File: src/rtl/bot_evt_sync_hub.sv
// ---------------------------------------------------------------------------
// bot_evt_sync_hub
//
// Multi-channel event hub that replaces a single update set/clear flop.
// Each channel optionally synchronises its event input, detects a rising
// edge or a level, raises a sticky pending flag, snapshots the channel data
// word on the event, and counts events that arrive while the previous one is
// still unacknowledged (saturating). Pending flags are masked and combined
// into one registered interrupt plus the lowest-index active channel ID.
//
// Ports
//   clk          : single clock
//   rst          : asynchronous active-high reset
//   evt_i        : per-channel update strobe / level
//   data_i       : per-channel data, channel c at [c*DATA_W +: DATA_W]
//   ack_i        : per-channel acknowledge, clears pending
//   mask_i       : per-channel interrupt enable
//   clr_miss_i   : per-channel missed-event counter clear
//   pending_o    : sticky pending flags
//   snap_o       : captured data, same packing as data_i
//   miss_cnt_o   : missed-event counters, channel c at [c*CNT_W +: CNT_W]
//   irq_o        : registered OR of pending & mask
//   irq_id_o     : registered lowest-index pending unmasked channel
// ---------------------------------------------------------------------------
module bot_evt_sync_hub #(
    parameter int              N_CH        = 2,
    parameter int              DATA_W      = 32,
    parameter int              CNT_W       = 4,
    parameter int              SYNC_STAGES = 2,
    parameter logic [N_CH-1:0] EDGE_MODE   = {N_CH{1'b1}},
    localparam int             ID_W        = (N_CH > 1) ? $clog2(N_CH) : 1
) (
    input  logic                     clk,
    input  logic                     rst,
    input  logic [N_CH-1:0]          evt_i,
    input  logic [N_CH*DATA_W-1:0]   data_i,
    input  logic [N_CH-1:0]          ack_i,
    input  logic [N_CH-1:0]          mask_i,
    input  logic [N_CH-1:0]          clr_miss_i,
    output logic [N_CH-1:0]          pending_o,
    output logic [N_CH*DATA_W-1:0]   snap_o,
    output logic [N_CH*CNT_W-1:0]    miss_cnt_o,
    output logic                     irq_o,
    output logic [ID_W-1:0]          irq_id_o
);

    // Synchroniser depth used for declarations; never zero so that the
    // vector stays legal even when the synchroniser is bypassed.
    localparam int SS = (SYNC_STAGES > 0) ? SYNC_STAGES : 1;

    logic [N_CH-1:0]        evt_s;
    logic [N_CH-1:0]        evt_det;

    logic [N_CH-1:0]        hist_q;
    logic [N_CH-1:0]        pending_q;
    logic [N_CH-1:0]        pending_d;
    logic [N_CH*DATA_W-1:0] snap_q;
    logic [N_CH*DATA_W-1:0] snap_d;
    logic [N_CH*CNT_W-1:0]  miss_q;
    logic [N_CH*CNT_W-1:0]  miss_d;
    logic                   irq_q;
    logic                   irq_d;
    logic [ID_W-1:0]        irq_id_q;
    logic [ID_W-1:0]        irq_id_d;

    genvar gi;

    // -----------------------------------------------------------------------
    // Input synchronisers
    // -----------------------------------------------------------------------
    generate
        if (SYNC_STAGES == 0) begin : g_nosync
            assign evt_s = evt_i;
        end else begin : g_sync
            for (gi = 0; gi < N_CH; gi++) begin : g_ch
                logic [SS-1:0] sync_q;

                always_ff @(posedge clk or posedge rst) begin
                    if (rst) begin
                        sync_q <= '0;
                    end else begin
                        for (int s = SS - 1; s > 0; s--) begin
                            sync_q[s] <= sync_q[s-1];
                        end
                        sync_q[0] <= evt_i[gi];
                    end
                end

                assign evt_s[gi] = sync_q[SS-1];
            end
        end
    endgenerate

    // -----------------------------------------------------------------------
    // Per-channel event detect and next-state
    // -----------------------------------------------------------------------
    generate
        for (gi = 0; gi < N_CH; gi++) begin : g_chan
            logic [CNT_W-1:0] miss_cur;
            logic             miss_inc;

            // Edge channels fire once per 0->1 of the synchronised input;
            // level channels fire on every cycle the input is high.
            if (EDGE_MODE[gi]) begin : g_edge
                assign evt_det[gi] = evt_s[gi] & ~hist_q[gi];
            end else begin : g_level
                assign evt_det[gi] = evt_s[gi];
            end

            // A new event beats a simultaneous acknowledge, so the flag
            // never drops while fresh data has just been captured.
            assign pending_d[gi] = evt_det[gi] | (pending_q[gi] & ~ack_i[gi]);

            assign snap_d[gi*DATA_W +: DATA_W] = evt_det[gi]
                ? data_i[gi*DATA_W +: DATA_W]
                : snap_q[gi*DATA_W +: DATA_W];

            // An event counts as missed only if the previous one is still
            // pending and is not being acknowledged in this same cycle.
            assign miss_cur = miss_q[gi*CNT_W +: CNT_W];
            assign miss_inc = evt_det[gi] & pending_q[gi] & ~ack_i[gi] & ~(&miss_cur);

            assign miss_d[gi*CNT_W +: CNT_W] = clr_miss_i[gi] ? '0
                : miss_inc ? (miss_cur + CNT_W'(1))
                : miss_cur;
        end
    endgenerate

    // -----------------------------------------------------------------------
    // Interrupt combine: lowest-index pending unmasked channel wins; the ID
    // holds its previous value when nothing is active.
    // -----------------------------------------------------------------------
    always_comb begin
        logic [N_CH-1:0] hit;
        hit      = pending_q & mask_i;
        irq_d    = |hit;
        irq_id_d = irq_id_q;
        for (int c = N_CH - 1; c >= 0; c--) begin
            if (hit[c]) begin
                irq_id_d = ID_W'(c);
            end
        end
    end

    // -----------------------------------------------------------------------
    // State registers
    // -----------------------------------------------------------------------
    always_ff @(posedge clk or posedge rst) begin
        if (rst) begin
            hist_q    <= '0;
            pending_q <= '0;
            snap_q    <= '0;
            miss_q    <= '0;
            irq_q     <= 1'b0;
            irq_id_q  <= '0;
        end else begin
            hist_q    <= evt_s;
            pending_q <= pending_d;
            snap_q    <= snap_d;
            miss_q    <= miss_d;
            irq_q     <= irq_d;
            irq_id_q  <= irq_id_d;
        end
    end

    assign pending_o  = pending_q;
    assign snap_o     = snap_q;
    assign miss_cnt_o = miss_q;
    assign irq_o      = irq_q;
    assign irq_id_o   = irq_id_q;

endmodule

File: config.mk
export PLATFORM = sky130hd
export DESIGN_NAME = bot_evt_sync_hub
export DESIGN_NICKNAME = d
export VERILOG_FILES = /design/src/rtl/bot_evt_sync_hub.sv
export SDC_FILE = /design/constraint.sdc
export NUM_CORES = 1
export LEC_CHECK = 0
export BUFFER_PORTS_ARGS = -buffer_cell sky130_fd_sc_hd__buf_2
export CELL_PAD_IN_SITES_DETAIL_PLACEMENT = 1
export CELL_PAD_IN_SITES_GLOBAL_PLACEMENT = 2
export CORE_MARGIN = 4
export CORE_UTILIZATION = 27
export CTS_CLUSTER_DIAMETER = 150
export DETAILED_ROUTE_END_ITERATION = 8
export GPL_TIMING_DRIVEN = 1
export MAX_ROUTING_LAYER = met4
export PLACE_DENSITY_LB_ADDON = 0.3
export SYNTH_ARGS = -nofsm -noshare
export SYNTH_HDL_FRONTEND = slang
export SYNTH_SLANG_ARGS = --single-unit
File: constraint.sdc
create_clock -name clk -period 2.3 [get_ports clk]
set_input_delay 0.115 -clock clk [delete_from_list [all_inputs] [get_ports clk]]
set_output_delay 0.115 -clock clk [all_outputs]
set_load 0.02 [all_outputs]
After elaboration in Yosys (flattened, before gate mapping)
Index checks and enable logic that the tools add are counted.
{"block": "word_totals", "elab_cells": 43, "regBits": 82, "out_inout_bits": 76}
{"block": "classes", "n_addsub": 2, "n_reduce_logical": 6, "muxes": 6, "bitwise": 19}
{"op": "4-bit two-way mux", "n": 4}
{"op": "1-bit AND", "n": 10}
{"op": "4-bit by 1-bit adder with 4-bit output, second input constant", "n": 2}
{"op": "4-bit AND reduction", "n": 2}
{"op": "1-bit NOT", "n": 6}
{"op": "2-bit nonzero test", "n": 3}
{"op": "2-bit AND", "n": 1}
{"op": "1-bit two-way mux", "n": 2}
{"op": "1-bit OR", "n": 2}
{"op": "2-bit OR reduction", "n": 1}

Depth between registers and ports, before layout
{"block": "depth", "depth_word": 7, "ltp_mapped": 4, "mapped_depth_nobuf": 4}

Worst setup path after synthesis
OpenSTA, ideal clock, no wires.
{"block": "synth_timing", "kind": "reg2reg", "startpoint": "register miss_q[0], in the netlist miss_cnt_o[0]", "endpoint": "register miss_q[0], in the netlist miss_cnt_o[0]", "path_stages_with_launch": 5, "required_ps": 2223, "period_less_slack_ps": 1395, "path_slack_ps": 905, "arrival_time_ps": 1318, "cell_sequence": "dfrtp_1 ha_1 and3_1 or3_1 a21oi_1"}
{"block": "synth_between", "elab_chain_len": 4, "word_cells_on_any_way": 7}
{"element": "start, declared", "line_no": "59", "rtl": "logic [N_CH*CNT_W-1:0] miss_q;"}
{"element": "start signal, assigned", "line_no": "160", "rtl": "miss_q <= miss_d;"}
{"element": "branches (longest 4 deep; another with 4-bit by 1-bit adder with 4-bit output)"}
Parallel ways; which one is timed is not known. The select of a mux whose other input is x is not followed.
A chain may end at the register's enable or synchronous reset.

Worst setup path after layout
{"block": "layout_timing", "startpoint": "register g_sync.g_ch[0].sync_q[1]", "endpoint": "register snap_q[12], in the netlist snap_o[12]"}
{"block": "layout_between", "elab_chain_len": 1}
{"element": "start, declared", "line_no": "76", "rtl": "logic [SS-1:0] sync_q;"}
{"element": "start signal, assigned by index", "line_no": "83", "rtl": "sync_q[s] <= sync_q[s-1];"}
{"element": "1-bit AND", "line_no": "105", "rtl": "assign evt_det[gi] = evt_s[gi] & ~hist_q[gi];"}
{"element": "end signal, assigned", "line_no": "159", "rtl": "snap_q <= snap_d;"}
{"element": "end, declared", "line_no": "57", "rtl": "logic [N_CH*DATA_W-1:0] snap_q;"}
Every way passes these cells.

==> flow_summary.yaml <==
timing:
  clock.fmax_mhz: 677
  final_hold_viol_count: 0
  setup_viol: 0
  period_share: 0.642
  drv_slew: 0
  skew_ns: 0.00716
  worstMarginPinSlew_ns: 0.529
  tns_ns: 0
  rsz0062_at_grt: "no"
  period_minus_slack_ns: 1.48
  slew-limit-headroom: 0.647
logic_synthesis:
  synth_warnings: 0
  syn_area_per_cell_um2: 16.1
  ys_seq_area_frac: 0.642
  synthArstFlopShare: 1.00
  yosysMostFrequentCell: "dfrtp_1"
  synthesis.nets: 274
  synth.area.top_cells: "dfrtp_1 64%, mux2_2 23%, buf_6 2.8%, nand4bb_4 1.7%, a21oi_1 1.6%"
  yosysTopAreaCell: "dfrtp_1"
  synthDistinctLibCells: 19
  synthCells: 198
  synth_top_area_share: 0.642
  ys_ff_latch: 82
  synth_edf_count: 0
  syn_area_um2: 3200
  synth_ff_type: "dfrtp_1"
  yosys-top-cells-count: "82 x dfrtp_1, 64 x mux2_2, 10 x a21oi_1, 8 x buf_6"
placement:
  post_dp_cell_area_um2: 4090
  finalWeightedCongestion: 0.720
  place_hpwl_um: 5860
  port_buffers: 149
  placedCellCount: 487
cts:
  cts_setup_buffers: 0
  cts_tree: "built"
  cts_max_level: 3
  clockBufferDepth: 2
  clk_latency_ns: 0.34
  cts_root_buf: "clkbuf_16"
  cts_num_sinks: 82
  numCtsBuffers: 9
  clk_pin_slew_ns: 0.07
grt:
  grt_usage: 0.133
  grt_max_degree: 35
  overflow: 0
  grt_pass1_vias: 2600
  antenna_found_initial: 0
  grt_pass1_wl_um: 13400
setup_path:
  critPathCaptureType: "flip-flop"
  crit_chain: "nor2b_2 > buf_4 > mux2_2"
  arrival_ns: 1.70
  required_ns: 2.52
  start_kind: "flip-flop"
  worstPathMaxFanout: 33
  slowest_delay_ns: 0.41
  slowest_stage: "dfrtp_1"
  crit_type: "flip-flop to flip-flop"
drt:
  vias: 2479
  routed_wl_um: 8540
  drc: 0
  drt-initial-drc-count: 51
  wl_per_cell_um: 15.2
  detail-route-antenna-nets: 0
  vias_per_cell: 4.41
  first_pass_iters: 4
die:
  io_pins: 150
  start_util: 0.278
  core_area_um2: 11500
  fp.dieW_um: 117
  rows: 39
  dieArea_um2: 13600
  die_h_um: 117
pwr:
  pwr-share-clk: 0.394
  leakage_nw: 2.39
  ir_worst_vdd_mv: 0.475
  intPower_mw: 3.07
  switching_share: 0.269
  p_total_mw: 4.20
  comb_power_share: 0.197
  power.density_nw_per_um2: 837
  p_sw_mw: 1.13
  seqPwrFrac: 0.409
layout:
  layout.cells.non_filler: 562
  drive_gt1_frac: 0.580
  final_util: 0.436
  antennaDiodeCount: 0
  nets: 490
  design_area_um2: 5020
  areaGrowthSynthToFinish_pct: 57.1
hold_path:
  hold_path.class: "input port to flip-flop"
job:
  maxCapViolCount: 0
run_status:
  status: "completed"
## cells by family (layout without fill, tap and decap cells)
| family | count (synthesis) | after routing | synth area share |
|---|---|---|---|
| muxes | 64 | 64 | 0.225 |
| and+or+nand+nor | 20 | 20 | 0.0579 |
| buffers and inverters | 11 | 232 | 0.0317 |
| adders and majority gates | 2 | 2 | 0.00783 |
| AOI/OAI and AO/OA | 19 | 19 | 0.0352 |
| DFF | 82 | 82 | 0.642 |
## path summary, 6_finish.rpt
kind | start | end | slack (ns) | cells past startpoint
setup / recovery | g_sync.g_ch[0].sync_q[1] | snap_o[12] | 0.82 | 3
max in group asynchronous | rst | snap_o[54] | 1.29 | 4
hold reg to reg | g_sync.g_ch[1].sync_q[0] | g_sync.g_ch[1].sync_q[1] | 0.35 | 0
setup reg to reg | g_sync.g_ch[0].sync_q[1] | snap_o[12] | 0.82 | 3
min in group asynchronous | rst | snap_o[9] | 0.35 | 3
hold / removal | data_i[6] | snap_o[6] | 0.02 | 2
## what timing repair did
item	4_1_cts	5_1_grt
gates resized for setup	0	0
endpoints found under the hold margin	92	0
hold buffers	59	0
## worst max-delay path: cells and delay by family, from the launching register on
kind,cells,cell delay (ns)
DFF,1,0.41
and+or+nand+nor,1,0.16
muxes,1,0.40
buffers and inverters,1,0.38
## power groups by stage
stage / Combinational, mW / Clock (mW) / Sequential (mW)
global route: 0.891 / 1.79 / 1.75
finish: 0.828 / 1.66 / 1.72
detailed placement: 0.759 / 0 / 1.74
global placement: 0.745 / 0 / 1.74
floorplan: 0.232 / 0 / 1.96
CTS: 0.838 / 1.71 / 1.72
## layout make-up
| class | count | area (um2) |
|---|---|---|
| clock buffers | 10 | 229 |
| clock inverters | 6 | 115 |
| fillers | 1217 | 6490 |
| inverters | 3 | 12.5 |
| multi-input cells | 105 | 1050 |
| flip-flops and latches | 82 | 2050 |
| well taps | 143 | 179 |
| repair buffers | 213 | 1390 |
## state kept, by name, summed over array words and instances (netlist names)
signal              count
pending_o               2
snap_o                 64
miss_cnt_o              8
g_sync.g_ch.sync_q      4
hist_q                  2
irq_o                   1
irq_id_o                1
## metal layers
metal / global-route usage / vias to the layer above / part of all wire
li1: - / 1146 / -
met1: 0.158 / 1227 / 0.41
met2: 0.212 / 92 / 0.50
met3: 0.0319 / 14 / 0.061
met4: 0.0665 / 0 / 0.027
met5: - / - / 0
## stage by stage
step	hold slack (ns)	setup WS, ns
detailed placement	0.184	0.801
CTS	0.000299	0.795
global placement	0.174	0.847
global route	0.00136	0.728
floorplan	0.146	0.0766
finish	0.0167	0.823
## placed cells by master (no fill, tap or decap)
master / instances
clkbuf_1: 1
clkinv_4: 2
buf_2: 149
nand3b_1: 2
and3_1: 2
a21oi_1: 10
o31ai_1: 2
dfrtp_1: 82
nor3_1: 2
nand3_1: 2
dlygate4sd3_1: 59
clkbuf_16: 9
a21o_2: 2
nor2b_2: 2
a22o_2: 1
bufinv_16: 3
buf_12: 1
mux2_2: 64
and4b_1: 2
clkinv_2: 1
inv_1: 2
ha_1: 2
o21ai_0: 4
or3_1: 4
clkinvlp_4: 1
nand4bb_4: 2
and4bb_2: 2
buf_4: 4
Note: power is estimated with default switching activity, not from simulation.
